`config.mk`:
```
export PLATFORM = sky130hd
export DESIGN_NAME = llc_bus_msg_queue
export DESIGN_NICKNAME = d
export VERILOG_FILES = /design/src/rtl/llc_bus_msg_queue.sv
export SDC_FILE = /design/constraint.sdc
export NUM_CORES = 1
export LEC_CHECK = 0
export CORE_MARGIN = 2
export CORE_UTILIZATION = 40
export CTS_CLUSTER_SIZE = 14
export DETAILED_ROUTE_END_ITERATION = 6
export PLACE_DENSITY_LB_ADDON = 0.25
export RECOVER_POWER = 25
export SYNTH_ARGS = -nofsm -noshare
export SYNTH_HDL_FRONTEND = slang
export SYNTH_SLANG_ARGS = --single-unit
```
`constraint.sdc`:
```
create_clock -name clk -period 11.45 [get_ports clk]
set_input_delay 2.29 -clock clk [delete_from_list [all_inputs] [get_ports clk]]
set_output_delay 2.29 -clock clk [all_outputs]
set_load 0.01 [all_outputs]
```
`src/rtl/llc_bus_msg_queue.sv`:
```
// -----------------------------------------------------------------------------
// llc_bus_msg_queue
//
// Output stage of the LLC controller. Every cycle the controller may present
// one result (bus operation, snoop result, L1 message, address). The result
// is split into two independent FIFOs:
//   - bus channel : {bus op, line-aligned address, snoop result}
//   - msg channel : {L1 message code, full address}
// Each channel is drained through its own valid/ready handshake. The LLC
// cannot be stalled, so a push into a full channel (with no pop in the same
// cycle) is discarded and counted in a saturating drop counter.
//
// Trace op 8 (clear) empties both channels and zeroes the drop counters.
// Trace op 9 (print) pushes nothing.
//
// Ports:
//   clk, reset                      clock, synchronous active-high reset
//   in_valid/in_op/in_addr          LLC result strobe, trace op, address
//   in_busop/in_snoop/in_msg        bus op, snoop result, L1 message
//   bus_valid/bus_ready             bus channel handshake
//   bus_op/bus_addr/bus_snoop       registered head of the bus channel
//   msg_valid/msg_ready             msg channel handshake
//   msg_code/msg_addr               registered head of the msg channel
//   bus_count/msg_count             channel occupancy
//   bus_drops/msg_drops             saturating overflow counters
// -----------------------------------------------------------------------------

// Single-channel FIFO with registered head, count-based occupancy and a
// saturating overflow counter.
module llc_bus_msg_fifo #(
   parameter int DEPTH = 8,
   parameter int WIDTH = 8,
   parameter int CNT_W = 16
) (
   input  logic                         clk,
   input  logic                         reset,
   input  logic                         clear,
   input  logic                         push,
   input  logic [WIDTH-1:0]             push_data,
   input  logic                         ready,
   output logic                         valid,
   output logic [WIDTH-1:0]             head,
   output logic [$clog2(DEPTH+1)-1:0]   count,
   output logic [CNT_W-1:0]             drops
);
   localparam int PTR_W = $clog2(DEPTH);
   localparam int CW    = $clog2(DEPTH + 1);
   localparam logic [CW-1:0] FULL_CNT = CW'(DEPTH);

   logic [WIDTH-1:0] mem_r [DEPTH];
   logic [PTR_W-1:0] rd_ptr_r;
   logic [PTR_W-1:0] wr_ptr_r;
   logic [CW-1:0]    count_r;
   logic [CNT_W-1:0] drops_r;
   logic             valid_r;
   logic [WIDTH-1:0] head_r;

   logic             pop_s;
   logic             full_s;
   logic             accept_s;
   logic             drop_s;
   logic [PTR_W-1:0] rd_ptr_nxt_s;
   logic [PTR_W-1:0] wr_ptr_nxt_s;
   logic [CW-1:0]    count_after_pop_s;
   logic [CW-1:0]    count_nxt_s;
   logic [CNT_W-1:0] drops_nxt_s;
   logic [WIDTH-1:0] head_nxt_s;

   // Next-state computation for pointers, occupancy, drops and the head register.
   always_comb begin
      pop_s             = valid_r && ready && !clear;
      full_s            = (count_r == FULL_CNT);
      // A pop in the same cycle frees the slot, so a full FIFO still accepts.
      accept_s          = push && !clear && (!full_s || pop_s);
      drop_s            = push && !clear && full_s && !pop_s;
      rd_ptr_nxt_s      = rd_ptr_r + PTR_W'(pop_s);
      wr_ptr_nxt_s      = wr_ptr_r + PTR_W'(accept_s);
      count_after_pop_s = count_r - CW'(pop_s);
      count_nxt_s       = count_after_pop_s + CW'(accept_s);

      if (drop_s && (drops_r != {CNT_W{1'b1}})) begin
         drops_nxt_s = drops_r + CNT_W'(1'b1);
      end else begin
         drops_nxt_s = drops_r;
      end

      // The head register must show the entry that will be at the head after
      // this edge. When the FIFO is (or becomes) empty before the push, that
      // entry is the one being written now, which is not yet in mem_r.
      if (count_nxt_s == {CW{1'b0}}) begin
         head_nxt_s = {WIDTH{1'b0}};
      end else if (count_after_pop_s == {CW{1'b0}}) begin
         head_nxt_s = push_data;
      end else begin
         head_nxt_s = mem_r[rd_ptr_nxt_s];
      end
   end

   // Control state: reset and clear both return the channel to empty.
   always_ff @(posedge clk) begin
      if (reset || clear) begin
         rd_ptr_r <= {PTR_W{1'b0}};
         wr_ptr_r <= {PTR_W{1'b0}};
         count_r  <= {CW{1'b0}};
         drops_r  <= {CNT_W{1'b0}};
         valid_r  <= 1'b0;
         head_r   <= {WIDTH{1'b0}};
      end else begin
         rd_ptr_r <= rd_ptr_nxt_s;
         wr_ptr_r <= wr_ptr_nxt_s;
         count_r  <= count_nxt_s;
         drops_r  <= drops_nxt_s;
         valid_r  <= (count_nxt_s != {CW{1'b0}});
         head_r   <= head_nxt_s;
      end
   end

   // Entry storage; contents are don't-care while not covered by count_r.
   always_ff @(posedge clk) begin
      if (accept_s && !reset) begin
         mem_r[wr_ptr_r] <= push_data;
      end
   end

   assign valid = valid_r;
   assign head  = head_r;
   assign count = count_r;
   assign drops = drops_r;
endmodule

// Top level: decode the LLC result into the two channel pushes.
module llc_bus_msg_queue #(
   parameter int DEPTH       = 8,
   parameter int ADDR_W      = 32,
   parameter int LINE_OFFSET = 6,
   parameter int CNT_W       = 16
) (
   input  logic                        clk,
   input  logic                        reset,
   input  logic                        in_valid,
   input  logic [3:0]                  in_op,
   input  logic [ADDR_W-1:0]           in_addr,
   input  logic [2:0]                  in_busop,
   input  logic [1:0]                  in_snoop,
   input  logic [2:0]                  in_msg,
   output logic                        bus_valid,
   input  logic                        bus_ready,
   output logic [2:0]                  bus_op,
   output logic [ADDR_W-1:0]           bus_addr,
   output logic [1:0]                  bus_snoop,
   output logic                        msg_valid,
   input  logic                        msg_ready,
   output logic [2:0]                  msg_code,
   output logic [ADDR_W-1:0]           msg_addr,
   output logic [$clog2(DEPTH+1)-1:0]  bus_count,
   output logic [$clog2(DEPTH+1)-1:0]  msg_count,
   output logic [CNT_W-1:0]            bus_drops,
   output logic [CNT_W-1:0]            msg_drops
);
   localparam int BUS_W = 3 + ADDR_W + 2;
   localparam int MSG_W = 3 + ADDR_W;

   logic              is_cmd_s;
   logic              clear_s;
   logic              bus_push_s;
   logic              msg_push_s;
   logic [ADDR_W-1:0] line_addr_s;
   logic [BUS_W-1:0]  bus_entry_s;
   logic [MSG_W-1:0]  msg_entry_s;
   logic [BUS_W-1:0]  bus_head_s;
   logic [MSG_W-1:0]  msg_head_s;

   // Decode trace commands and build the entries for each channel.
   always_comb begin
      // Ops 8 (clear) and 9 (print) never carry a bus op or message.
      is_cmd_s    = (in_op == 4'd8) || (in_op == 4'd9);
      clear_s     = in_valid && (in_op == 4'd8);
      bus_push_s  = in_valid && !is_cmd_s && (in_busop != 3'd0);
      msg_push_s  = in_valid && !is_cmd_s && (in_msg != 3'd0);
      line_addr_s = {in_addr[ADDR_W-1:LINE_OFFSET], {LINE_OFFSET{1'b0}}};
      bus_entry_s = {in_busop, line_addr_s, in_snoop};
      msg_entry_s = {in_msg, in_addr};
   end

   llc_bus_msg_fifo #(
      .DEPTH (DEPTH),
      .WIDTH (BUS_W),
      .CNT_W (CNT_W)
   ) u_bus_fifo (
      .clk       (clk),
      .reset     (reset),
      .clear     (clear_s),
      .push      (bus_push_s),
      .push_data (bus_entry_s),
      .ready     (bus_ready),
      .valid     (bus_valid),
      .head      (bus_head_s),
      .count     (bus_count),
      .drops     (bus_drops)
   );

   llc_bus_msg_fifo #(
      .DEPTH (DEPTH),
      .WIDTH (MSG_W),
      .CNT_W (CNT_W)
   ) u_msg_fifo (
      .clk       (clk),
      .reset     (reset),
      .clear     (clear_s),
      .push      (msg_push_s),
      .push_data (msg_entry_s),
      .ready     (msg_ready),
      .valid     (msg_valid),
      .head      (msg_head_s),
      .count     (msg_count),
      .drops     (msg_drops)
   );

   assign {bus_op, bus_addr, bus_snoop} = bus_head_s;
   assign {msg_code, msg_addr}          = msg_head_s;
endmodule

```
==> metrics, run 1 <==
outcome=complete, no violations; global-route wire length before repair=87,900 um; Worst Tran Pin Value=1.08 ns; register bit count reported by yosys=648; Die Span Y=254 um; per-cell via count in the routed design=5.29; Cell variety after synth=48; Startpoint Class=input pin; final critical path time including I/O delays and setup=5.55 ns; net count reported at finish=1,853; total core area=0.0617 sq mm; DRT Pass-1 Iters=5; average wire per cell in the routed design=21.9 um; residual DRC count=0; Hold Buf Count CTS=0; biggest cell delay along the critical path=0.88 ns; reg2reg path depth=8; final critical-path share of the clock period=48.5%; required time of the critical path=11.97 ns; number of clock sinks seen by CTS=648; number of synthesis warnings=0; Reg clk slew, reported paths=0.06 ns; buffer count from post-CTS setup fixing=0; number of port buffers=156; chip width=254 um; peak supply drop=182 uV; number of global-route vias before repair=14,348; number of synthesized flops with an enable pin=528; number of cells produced by synthesis=1,617; Async S/R FF share, synth=0%; cell type with the highest aggregate area in the netlist=edfxtp_1; cell with the biggest individual delay on the critical path=buf_4; Total Neg Setup Slack=0 ns; endpoint type of the worst setup path=flop; area of the mapped netlist=0.0250 sq mm; synth top area cells=edfxtp_1, mux2i_1, dfxtp_1; worst-case setup margin in the final layout=5.90 ns; startpoint of the worst setup timing path=in_op[3]; class of the tightest hold or removal check=flop to flop; count of routing violations after the opening detailed-route iteration=1,189; top flip-flop cell by instance count after synthesis=edfxtp_1; initial antenna violation count=2; synth-to-layout area growth=19.2%; total power=6.46 mW; routability-driven placement congestion ratio=0.764; CTS H-tree lvls=3; total gr overflow=0; hold worst-path end=u_msg_fifo.drops[15]$_SDFFE_PP0P_; HPWL reported at the end of detailed placement=30,800 um; power per standard cell area=217 mW/mm^2; hold path cells=2; Max Cap Viol=0; number of routed nets with antenna violations=0; maximum number of pins on one net before global-route repair=58; Placed Cells incl. Taps=2,552; fraction of final layout cells sized beyond drive strength 1=9.12%; Synth top area share=63.4%; static leakage power=9.36 nW; I/O pin count=163; CTS root buf=clkbuf_16; number of gates resized after cts=0; global-route usage over all layers=18.2%; placement-stage worst setup slack=5.28 ns; start-to-end type of the worst setup path=input pin to flop; sequential area share after synthesis=73.0%; launch point of the worst hold path=u_msg_fifo.drops[15]$_SDFFE_PP0P_; crit-path cells=clkdlybuf4s50_1 -> nor3b_1 -> and3_1 -> nor2_1 -> ha_1 -> ha_4 -> buf_4 -> mux2i_1 -> a22oi_1 -> nand3_1 -> a21oi_1; CTS buffer count=69; overall die area=0.0645 sq mm; final non-filler cell area=0.0298 sq mm; arrival time reported for the critical path endpoint=6.07 ns; hold violation count in the final report=0; Clock Latency Late Sink=0.61 ns; clock tree from TritonCTS=built; final standard cell count with taps included and fillers excluded=2,683; syn avg cell area=15.5 sq um; total count of max-transition violations in the final report=0; maximum clock insertion buffer count=3; highest fanout seen on the critical path=57; Worst Clk Skew=0.0222 ns; r2r startpoint=u_bus_fifo.valid$_SDFF_PP0_; total length of routed wires=58,700 um; count of endpoints failing setup in the final report=0; unrepaired setup endpoints after global routing=no; maximum achievable frequency=180 MHz; Initial Util=40.5%; worst flop-to-flop path endpoint=u_bus_fifo.head[26]$_SDFF_PP0_; worst slew slack as a fraction of its limit=27.7%; Worst R2R Setup Slack=8.05 ns; number of vias after detailed routing=14,192; Cell Area, Placed=0.0276 sq mm; cell row count=91
==> stage by stage <==
stage | hold WS, ns | util (%)
final | 0.510 | 48.3
after CTS | 0.509 | 48.3
after detailed placement | 0.499 | 44.7
after global placement | 0.485 | 44.7
after global routing | 0.522 | 48.3
after floorplan | 0.501 | -
==> flip-flops by register name (all words and copies together), names as in the netlist, 4 cells and up <==
name	flops
u_msg_fifo.mem_r	280
u_bus_fifo.mem_r	248
u_msg_fifo.head	35
u_bus_fifo.head	31
u_bus_fifo.drops	16
u_msg_fifo.drops	16
u_bus_fifo.count	4
u_msg_fifo.count	4
==> layout by cell type, fill, tap and decap left out, types with 4 or more instances in the layout <==
master           netlist  routed
nand2b_1               5       5
clkbuf_8               0       5
mux2i_1              267     267
buf_4                  6      33
nor4_2                 0       5
clkinv_2               0      12
nor3_2                 0       8
nand3_1               77      77
xor2_1                 6       6
and4_1                 6       5
bufinv_16              0       5
or4_1                  8       8
nand4_1               13      13
edfxtp_1             528     528
clkbuf_16              0      69
o21ai_0               14      14
nor3b_1                7       7
clkinv_1               0       9
conb_1                 1       6
or3_1                 14      14
nor2_1                30      25
ha_1                  18      16
a21oi_1               84      84
nor2_4                 0       4
nor3_1                13       5
nand2_1               91      91
inv_1                 14      14
o211ai_1               4       4
dlygate4sd3_1          0      29
a22oi_1              132     132
dfxtp_1              120     120
xnor2_1               12      12
clkdlybuf4s50_1        0     127
nor4_1                 9       4
and2_1                16      16
clkbuf_1              50      22
==> worst max-delay path: cells and delay by family <==
kind            cells  cell delay, ns
mux                 1            0.20
fa+ha+maj           2            0.91
simple gates        4            0.79
compound gates      2            0.43
buf+inv             2            1.35
==> cell usage after synthesis (12+ instances only) <==
| cell type | instances |
|---|---|
| a21oi_1 | 84 |
| clkbuf_1 | 50 |
| dfxtp_1 | 120 |
| inv_1 | 14 |
| xnor2_1 | 12 |
| buf_2 | 33 |
| ha_1 | 18 |
| nor3_1 | 13 |
| nand4_1 | 13 |
| mux2i_1 | 267 |
| or3_1 | 14 |
| nand3_1 | 77 |
| and2_1 | 16 |
| edfxtp_1 | 528 |
| nand2_1 | 91 |
| nor2_1 | 30 |
| o21ai_0 | 14 |
| a22oi_1 | 132 |
==> area by class of cell <==
class / instances / area [sq um]
Timing Repair Buffer: 190 / 1810
Inverter: 14 / 52.6
Antenna cell: 3 / 7.51
Fill cell: 5335 / 31900
Clock buffer: 95 / 1870
Sequential cell: 648 / 18300
Tap cell: 837 / 1050
Multi-Input combinational cell: 863 / 6420
Clock inverter: 33 / 343
==> per-layer routing <==
layer	up-vias	share of wire, %	global-route usage, %
met1	7172	44	24.2
met2	346	50	30.8
met5	-	0.022	0
met4	2	1.7	5.38
met3	70	4.8	2.93
li1	6602	-	-
==> worst max path at each step <==
stage                                  endpoint  slack (ns)  cells past startpoint
3_3_place_gp     u_bus_fifo.head[29]$_SDFF_PP0_        5.33                     11
3_5_place_dp      u_msg_fifo.head[7]$_SDFF_PP0_        5.28                     11
2_1_floorplan  u_msg_fifo.mem_r[4][0]$_DFFE_PP_        4.47                      5
5_1_grt           u_msg_fifo.head[7]$_SDFF_PP0_        5.59                     11
6_report          u_msg_fifo.head[7]$_SDFF_PP0_        5.90                     11
4_1_cts           u_msg_fifo.head[7]$_SDFF_PP0_        5.89                     11
==> power breakdown <==
part | total, mW | internal, mW | leakage, nW | switching, mW
sequential | 2.76 | 2.69 | 5.75 | 0.0671
clock | 2.18 | 1.27 | 1.09 | 0.908
combinational | 1.52 | 0.540 | 2.53 | 0.984
==> cells by family (layout without fill, tap and decap cells) <==
group | count (synthesis) | after routing | synth area share (%)
xor+xnor | 18 | 18 | 0.631
fa+ha+maj | 18 | 18 | 0.901
mux | 267 | 267 | 10.7
buf+inv | 111 | 332 | 1.98
flops | 648 | 648 | 73.0
other cells | 1 | 9 | 0.0150
compound gates | 246 | 246 | 6.44
simple gates | 308 | 308 | 6.32
(Power assumes the default switching activity.)
==> run 2: changes to the inputs <==
==> constraint.sdc (replaced) <==
create_clock -name clk -period 4.8 [get_ports clk]
set_input_delay 0.96 -clock clk [delete_from_list [all_inputs] [get_ports clk]]
set_output_delay 0.96 -clock clk [all_outputs]
set_load 0.01 [all_outputs]
==> metrics, run 2 (synthesis results as in run 1) <==
most common library cell in the layout ignoring fill and taps=edfxtp_1 (unchanged); Hold Buf Count CTS=0 (unchanged); buffer count from post-CTS setup fixing=0 (unchanged); CTS H-tree lvls=3 (unchanged); worst flop-to-flop path endpoint=u_bus_fifo.head[18]$_SDFF_PP0_ (was u_bus_fifo.head[26]$_SDFF_PP0_); Max Cap Viol=0 (unchanged); HPWL reported at the end of detailed placement=33,000 um (was 30,800 um); total count of max-transition violations in the final report=0 (unchanged); count of routing violations after the opening detailed-route iteration=1,044 (was 1,189); layout filler cell count=5,280 (was 5,335); Largest Register=u_msg_fifo.mem_r (unchanged); power per standard cell area=517 mW/mm^2 (was 217 mW/mm^2); Initial Util=40.5% (unchanged); number of routed nets with antenna violations=0 (unchanged); Die Span Y=254 um (unchanged); total gr overflow=0 (unchanged); number of port buffers=156 (unchanged); residual DRC count=0 (unchanged); class of the tightest hold or removal check=flop to flop (unchanged); DRT Pass-1 Iters=6 (was 5); chip width=254 um (unchanged); per-cell via count in the routed design=5.25 (was 5.29); I/O pin count=163 (unchanged); reg2reg path depth=10 (was 8); maximum clock insertion buffer count=3 (unchanged); number of clock sinks seen by CTS=648 (unchanged); number of global-route vias before repair=14,291 (was 14,348); Startpoint Class=input pin (unchanged); global-route wire length before repair=87,800 um (was 87,900 um); Finished Core Util=48.9% (was 48.3%); static leakage power=9.50 nW (was 9.36 nW); cell row count=91 (unchanged); Worst Clk Skew=0.0235 ns (was 0.0222 ns); max reg flops=280 (unchanged); cell with the biggest individual delay on the critical path=nor2_2 (was buf_4); average wire per cell in the routed design=21.5 um (was 21.9 um); Worst R2R Setup Slack=2.07 ns (was 8.05 ns); Clock Latency Late Sink=0.61 ns (about the same); maximum achievable frequency=260 MHz; worst slew slack as a fraction of its limit=25.1% (was 27.7%); maximum number of pins on one net before global-route repair=57 (was 58); endpoint type of the worst setup path=flop (unchanged); crit-path cells=clkdlybuf4s50_1 -> nor3b_1 -> and3_1 -> nor2_1 -> ha_1 -> ha_4 -> xnor2_1 -> nor2_2 -> buf_4 -> a22oi_1 -> nand3_1 -> a21oi_1 (was clkdlybuf4s50_1 -> nor3b_1 -> and3_1 -> nor2_1 -> ha_1 -> ha_4 -> buf_4 -> mux2i_1 -> a22oi_1 -> nand3_1 -> a21oi_1); most frequent cells in the layout=edfxtp_1, mux2i_1, a22oi_1 (unchanged); routability-driven placement congestion ratio=0.767 (was 0.764); fraction of final layout cells sized beyond drive strength 1=10.1% (was 9.12%); initial antenna violation count=2 (unchanged); hold violation count in the final report=0 (unchanged); clock tree from TritonCTS=built (unchanged); r2r startpoint=u_bus_fifo.valid$_SDFF_PP0_ (unchanged); total power=15.6 mW (was 6.46 mW); global-route usage over all layers=18.1% (was 18.2%); startpoint of the worst setup timing path=in_op[3] (unchanged); peak supply drop=304 uV (was 182 uV); CTS buffer count=70 (was 69); Worst Tran Pin Value=1.12 ns (was 1.08 ns); required time of the critical path=5.28 ns (was 11.97 ns); synth-to-layout area growth=20.7% (was 19.2%); outcome=complete, no violations (unchanged); Reg clk slew, reported paths=0.06 ns (about the same); start-to-end type of the worst setup path=input pin to flop (unchanged); number of vias after detailed routing=14,187 (was 14,192); CTS root buf=clkbuf_16 (unchanged); number of gates resized after cts=0 (unchanged); final critical path time including I/O delays and setup=3.85 ns; arrival time reported for the critical path endpoint=4.32 ns (was 6.07 ns); last element of the critical path=u_bus_fifo.head[18]$_SDFF_PP0_ (was u_msg_fifo.head[7]$_SDFF_PP0_); overall die area=0.0645 sq mm (unchanged); net count reported at finish=1,869 (was 1,853); unrepaired setup endpoints after global routing=no (unchanged); count of endpoints failing setup in the final report=0 (unchanged); biggest cell delay along the critical path=0.88 ns (about the same); highest fanout seen on the critical path=19 (was 57); total core area=0.0617 sq mm (unchanged); total length of routed wires=58,100 um (was 58,700 um); final critical-path share of the clock period=80.1%
run 2: cell types whose count changed in the layout (fill, tap and decap cells not counted), moves of 3 or more:
cell	change
buf_12	+15
clkbuf_16	+4
clkbuf_8	+4
clkinv_1	-3
nor4_2	-3
nor4_4	+3
run 2: worst max-delay path, delay by kind of cell:
| family | cells | cell delay (ns) |
|---|---|---|
| and+or+nand+nor | 5 | 1.78 |
| buffers and inverters | 2 | 0.83 |
| xor gates and xnor gates | 1 | 0.18 |
| adders and majority gates | 2 | 0.37 |
| AOI/OAI and AO/OA | 2 | 0.18 |
run 2: layout make-up:
class / count / area, sq um / area share, %
multi-input combinational: 863 / 6430 / 21.3
timing repair buffer: 205 / 2110 / 6.99
sequential: 648 / 18300 / 60.5
inverter: 14 / 52.6 / 0.174
clock inverter: 27 / 235 / 0.780
clock buffer: 102 / 2030 / 6.73
antenna: 4 / 10.0 / 0.0332
tap: 837 / 1050 / 3.47
run 2: metrics by stage:
step	area (sq um)	hold slack (ns)	instances	TNS, ns	worst slack, ns
floorplan	25000	0.501	1622	-59.34	-0.848
global placement	27900	0.485	2567	0	0.407
detailed placement	27900	0.491	2567	0	0.314
CTS	30200	0.500	2696	0	0.934
global route	30200	0.548	2696	0	0.689
finish	30200	0.508	2700	0	0.955
run 2: how the worst min path moves through the flow:
stage	start	to	slack (ns)	depth (start not counted)
detailed placement	u_bus_fifo.drops[4]$_SDFFE_PP0P_	u_bus_fifo.drops[4]$_SDFFE_PP0P_	0.49	2
floorplan	u_msg_fifo.wr_ptr_r[2]$_SDFF_PP0_	u_msg_fifo.wr_ptr_r[2]$_SDFF_PP0_	0.50	2
finish	u_msg_fifo.drops[10]$_SDFFE_PP0P_	u_msg_fifo.drops[10]$_SDFFE_PP0P_	0.51	2
CTS	u_bus_fifo.drops[4]$_SDFFE_PP0P_	u_bus_fifo.drops[4]$_SDFFE_PP0P_	0.50	2
global placement	u_bus_fifo.drops[4]$_SDFFE_PP0P_	u_bus_fifo.drops[4]$_SDFFE_PP0P_	0.48	2
global route	u_bus_fifo.drops[9]$_SDFFE_PP0P_	u_bus_fifo.drops[9]$_SDFFE_PP0P_	0.55	2
run 2: where the power goes:
part | internal, mW | total, mW | leakage [nW] | switching [mW]
combinational | 1.46 | 3.75 | 2.64 | 2.29
clock | 3.11 | 5.26 | 1.12 | 2.14
sequential | 6.42 | 6.60 | 5.75 | 0.175
run 2: layer usage:
metal  wire length, um  vias to the layer above  track usage (%)
li1                  -                     6640                -
met1             26100                     7132             24.6
met2             28100                      318             29.8
met3              2460                       97             2.63
met4              1410                        0             6.27
met5                 0                        -                0
==> run 3: changes to the inputs <==
==> constraint.sdc (replaced) <==
create_clock -name clk -period 3.4 [get_ports clk]
set_input_delay 0.68 -clock clk [delete_from_list [all_inputs] [get_ports clk]]
set_output_delay 0.68 -clock clk [all_outputs]
set_load 0.01 [all_outputs]
==> metrics, run 3 (synthesis results as in run 1) <==
number of gates resized after cts=0 (unchanged); chip width=254 um (unchanged); residual DRC count=0 (unchanged); number of global-route vias before repair=14,704 (was 14,291); most common library cell in the layout ignoring fill and taps=edfxtp_1 (unchanged); most frequent cells in the layout=edfxtp_1, mux2i_1, a22oi_1 (unchanged); buffer count from post-CTS setup fixing=0 (unchanged); number of vias after detailed routing=14,616 (was 14,187); synth-to-layout area growth=24.3% (was 20.7%); per-cell via count in the routed design=5.31 (was 5.25); total count of max-transition violations in the final report=0 (unchanged); unrepaired setup endpoints after global routing=no (unchanged); global-route wire length before repair=87,800 um (about the same); worst slew slack as a fraction of its limit=28.9% (was 25.1%); class of the tightest hold or removal check=flop to flop (unchanged); power per standard cell area=728 mW/mm^2 (was 517 mW/mm^2); arrival time reported for the critical path endpoint=3.37 ns (was 4.32 ns); total length of routed wires=58,700 um (was 58,100 um); peak supply drop=835 uV (was 304 uV); final critical path time including I/O delays and setup=2.87 ns; Hold Buf Count CTS=0 (unchanged); global-route usage over all layers=18.2% (was 18.1%); Worst Tran Pin Value=1.06 ns (was 1.12 ns); routability-driven placement congestion ratio=0.781 (was 0.767); average wire per cell in the routed design=21.3 um (was 21.5 um); number of routed nets with antenna violations=0 (unchanged); clock tree from TritonCTS=built (unchanged); Startpoint Class=input pin (unchanged); DRT Pass-1 Iters=5 (was 6); CTS buffer count=70 (unchanged); Clock Latency Late Sink=0.61 ns (about the same); I/O pin count=163 (unchanged); Initial Util=40.5% (unchanged); Placed Cells incl. Taps=2,625 (was 2,567); fraction of final layout cells sized beyond drive strength 1=12.4% (was 10.1%); reg2reg path depth=6 (was 10); static leakage power=9.89 nW (was 9.50 nW); maximum clock insertion buffer count=3 (unchanged); initial antenna violation count=1 (was 2); total gr overflow=0 (unchanged); count of endpoints failing setup in the final report=0 (unchanged); final standard cell count with taps included and fillers excluded=2,752 (was 2,700); start-to-end type of the worst setup path=input pin to flop (unchanged); cell row count=91 (unchanged); HPWL reported at the end of detailed placement=34,000 um (was 33,000 um); Die Span Y=254 um (unchanged); hold violation count in the final report=0 (unchanged); number of port buffers=156 (unchanged); CTS H-tree lvls=3 (unchanged); total power=22.6 mW (was 15.6 mW); Largest Register=u_msg_fifo.mem_r (unchanged); Finished Core Util=50.4% (was 48.9%); outcome=complete, no violations (unchanged); hold path cells=2 (unchanged); required time of the critical path=3.89 ns (was 5.28 ns); worst hold slack=0.498 ns (was 0.508 ns); number of clock sinks seen by CTS=648 (unchanged); net count reported at finish=1,927 (was 1,869); max reg flops=280 (unchanged); total core area=0.0617 sq mm (unchanged); endpoint type of the worst setup path=flop (unchanged); Worst Clk Skew=0.0229 ns (was 0.0235 ns); Cell Area, Placed=0.0288 sq mm (was 0.0279 sq mm); final non-filler cell area=0.0311 sq mm (was 0.0302 sq mm); final critical-path share of the clock period=84.6%; Reg clk slew, reported paths=0.06 ns (about the same); maximum achievable frequency=348 MHz; highest fanout seen on the critical path=32 (was 19); Max Cap Viol=0 (unchanged); count of routing violations after the opening detailed-route iteration=1,016 (was 1,044); CTS root buf=clkbuf_16 (unchanged); overall die area=0.0645 sq mm (unchanged); maximum number of pins on one net before global-route repair=43 (was 57)
## run 3: metrics by stage
step / setup WS [ns] / TNS, ns
floorplan: -1.02 / -124.42
global placement: -0.0975 / -3.37
detailed placement: -0.123 / -5.81
CTS: 0.517 / 0
global route: 0.327 / 0
finish: 0.525 / 0
## run 3: path summary, 6_finish.rpt
check / endpoint / start / slack [ns]
worst max-delay path: u_bus_fifo.head[17]$_SDFF_PP0_ / in_op[3] / 0.53
worst min-delay path: u_bus_fifo.drops[4]$_SDFFE_PP0P_ / u_bus_fifo.drops[4]$_SDFFE_PP0P_ / 0.50
worst max register to register: u_bus_fifo.mem_r[3][26]$_DFFE_PP_ / u_bus_fifo.count[2]$_SDFF_PP0_ / 0.93
worst min register to register: u_bus_fifo.drops[4]$_SDFFE_PP0P_ / u_bus_fifo.drops[4]$_SDFFE_PP0P_ / 0.50
## run 3: worst max-delay path, stage by stage
cell	delay, ns
clkdlybuf4s50_1	0.46
nor3b_1	0.31
and3_1	0.26
nor2_1	0.09
ha_1	0.32
inv_1	0.07
ha_1	0.16
nor3b_1	0.27
xor2_1	0.22
a31o_2	0.20
buf_12	0.22
a21oi_1	0.08
## run 3: final cells by class
cell class                      instances  area, sq um
Antenna cell                            1         2.50
Clock buffer                           91         1900
Clock inverter                         35          374
Fill cell                            5219        30600
Inverter                               14         52.6
Multi-Input combinational cell        863         6480
Sequential cell                       648        18300
Tap cell                              837         1050
Timing Repair Buffer                  263         2970
## run 3: layer usage
metal | vias up | GRT usage (%) | part of all wire (%)
met2 | 323 | 31.0 | 49
met1 | 7428 | 23.8 | 44
li1 | 6756 | - | -
met4 | 0 | 5.75 | 2.4
met5 | - | 0 | 0
met3 | 109 | 3.25 | 4.3
## run 3: report_power, final
group	switching, mW	internal (mW)	total [mW]	leakage, nW
combinational	3.38	2.40	5.78	3.03
clock	3.04	4.49	7.54	1.11
sequential	0.248	9.06	9.31	5.75
total	6.67	16.0	22.6	9.89
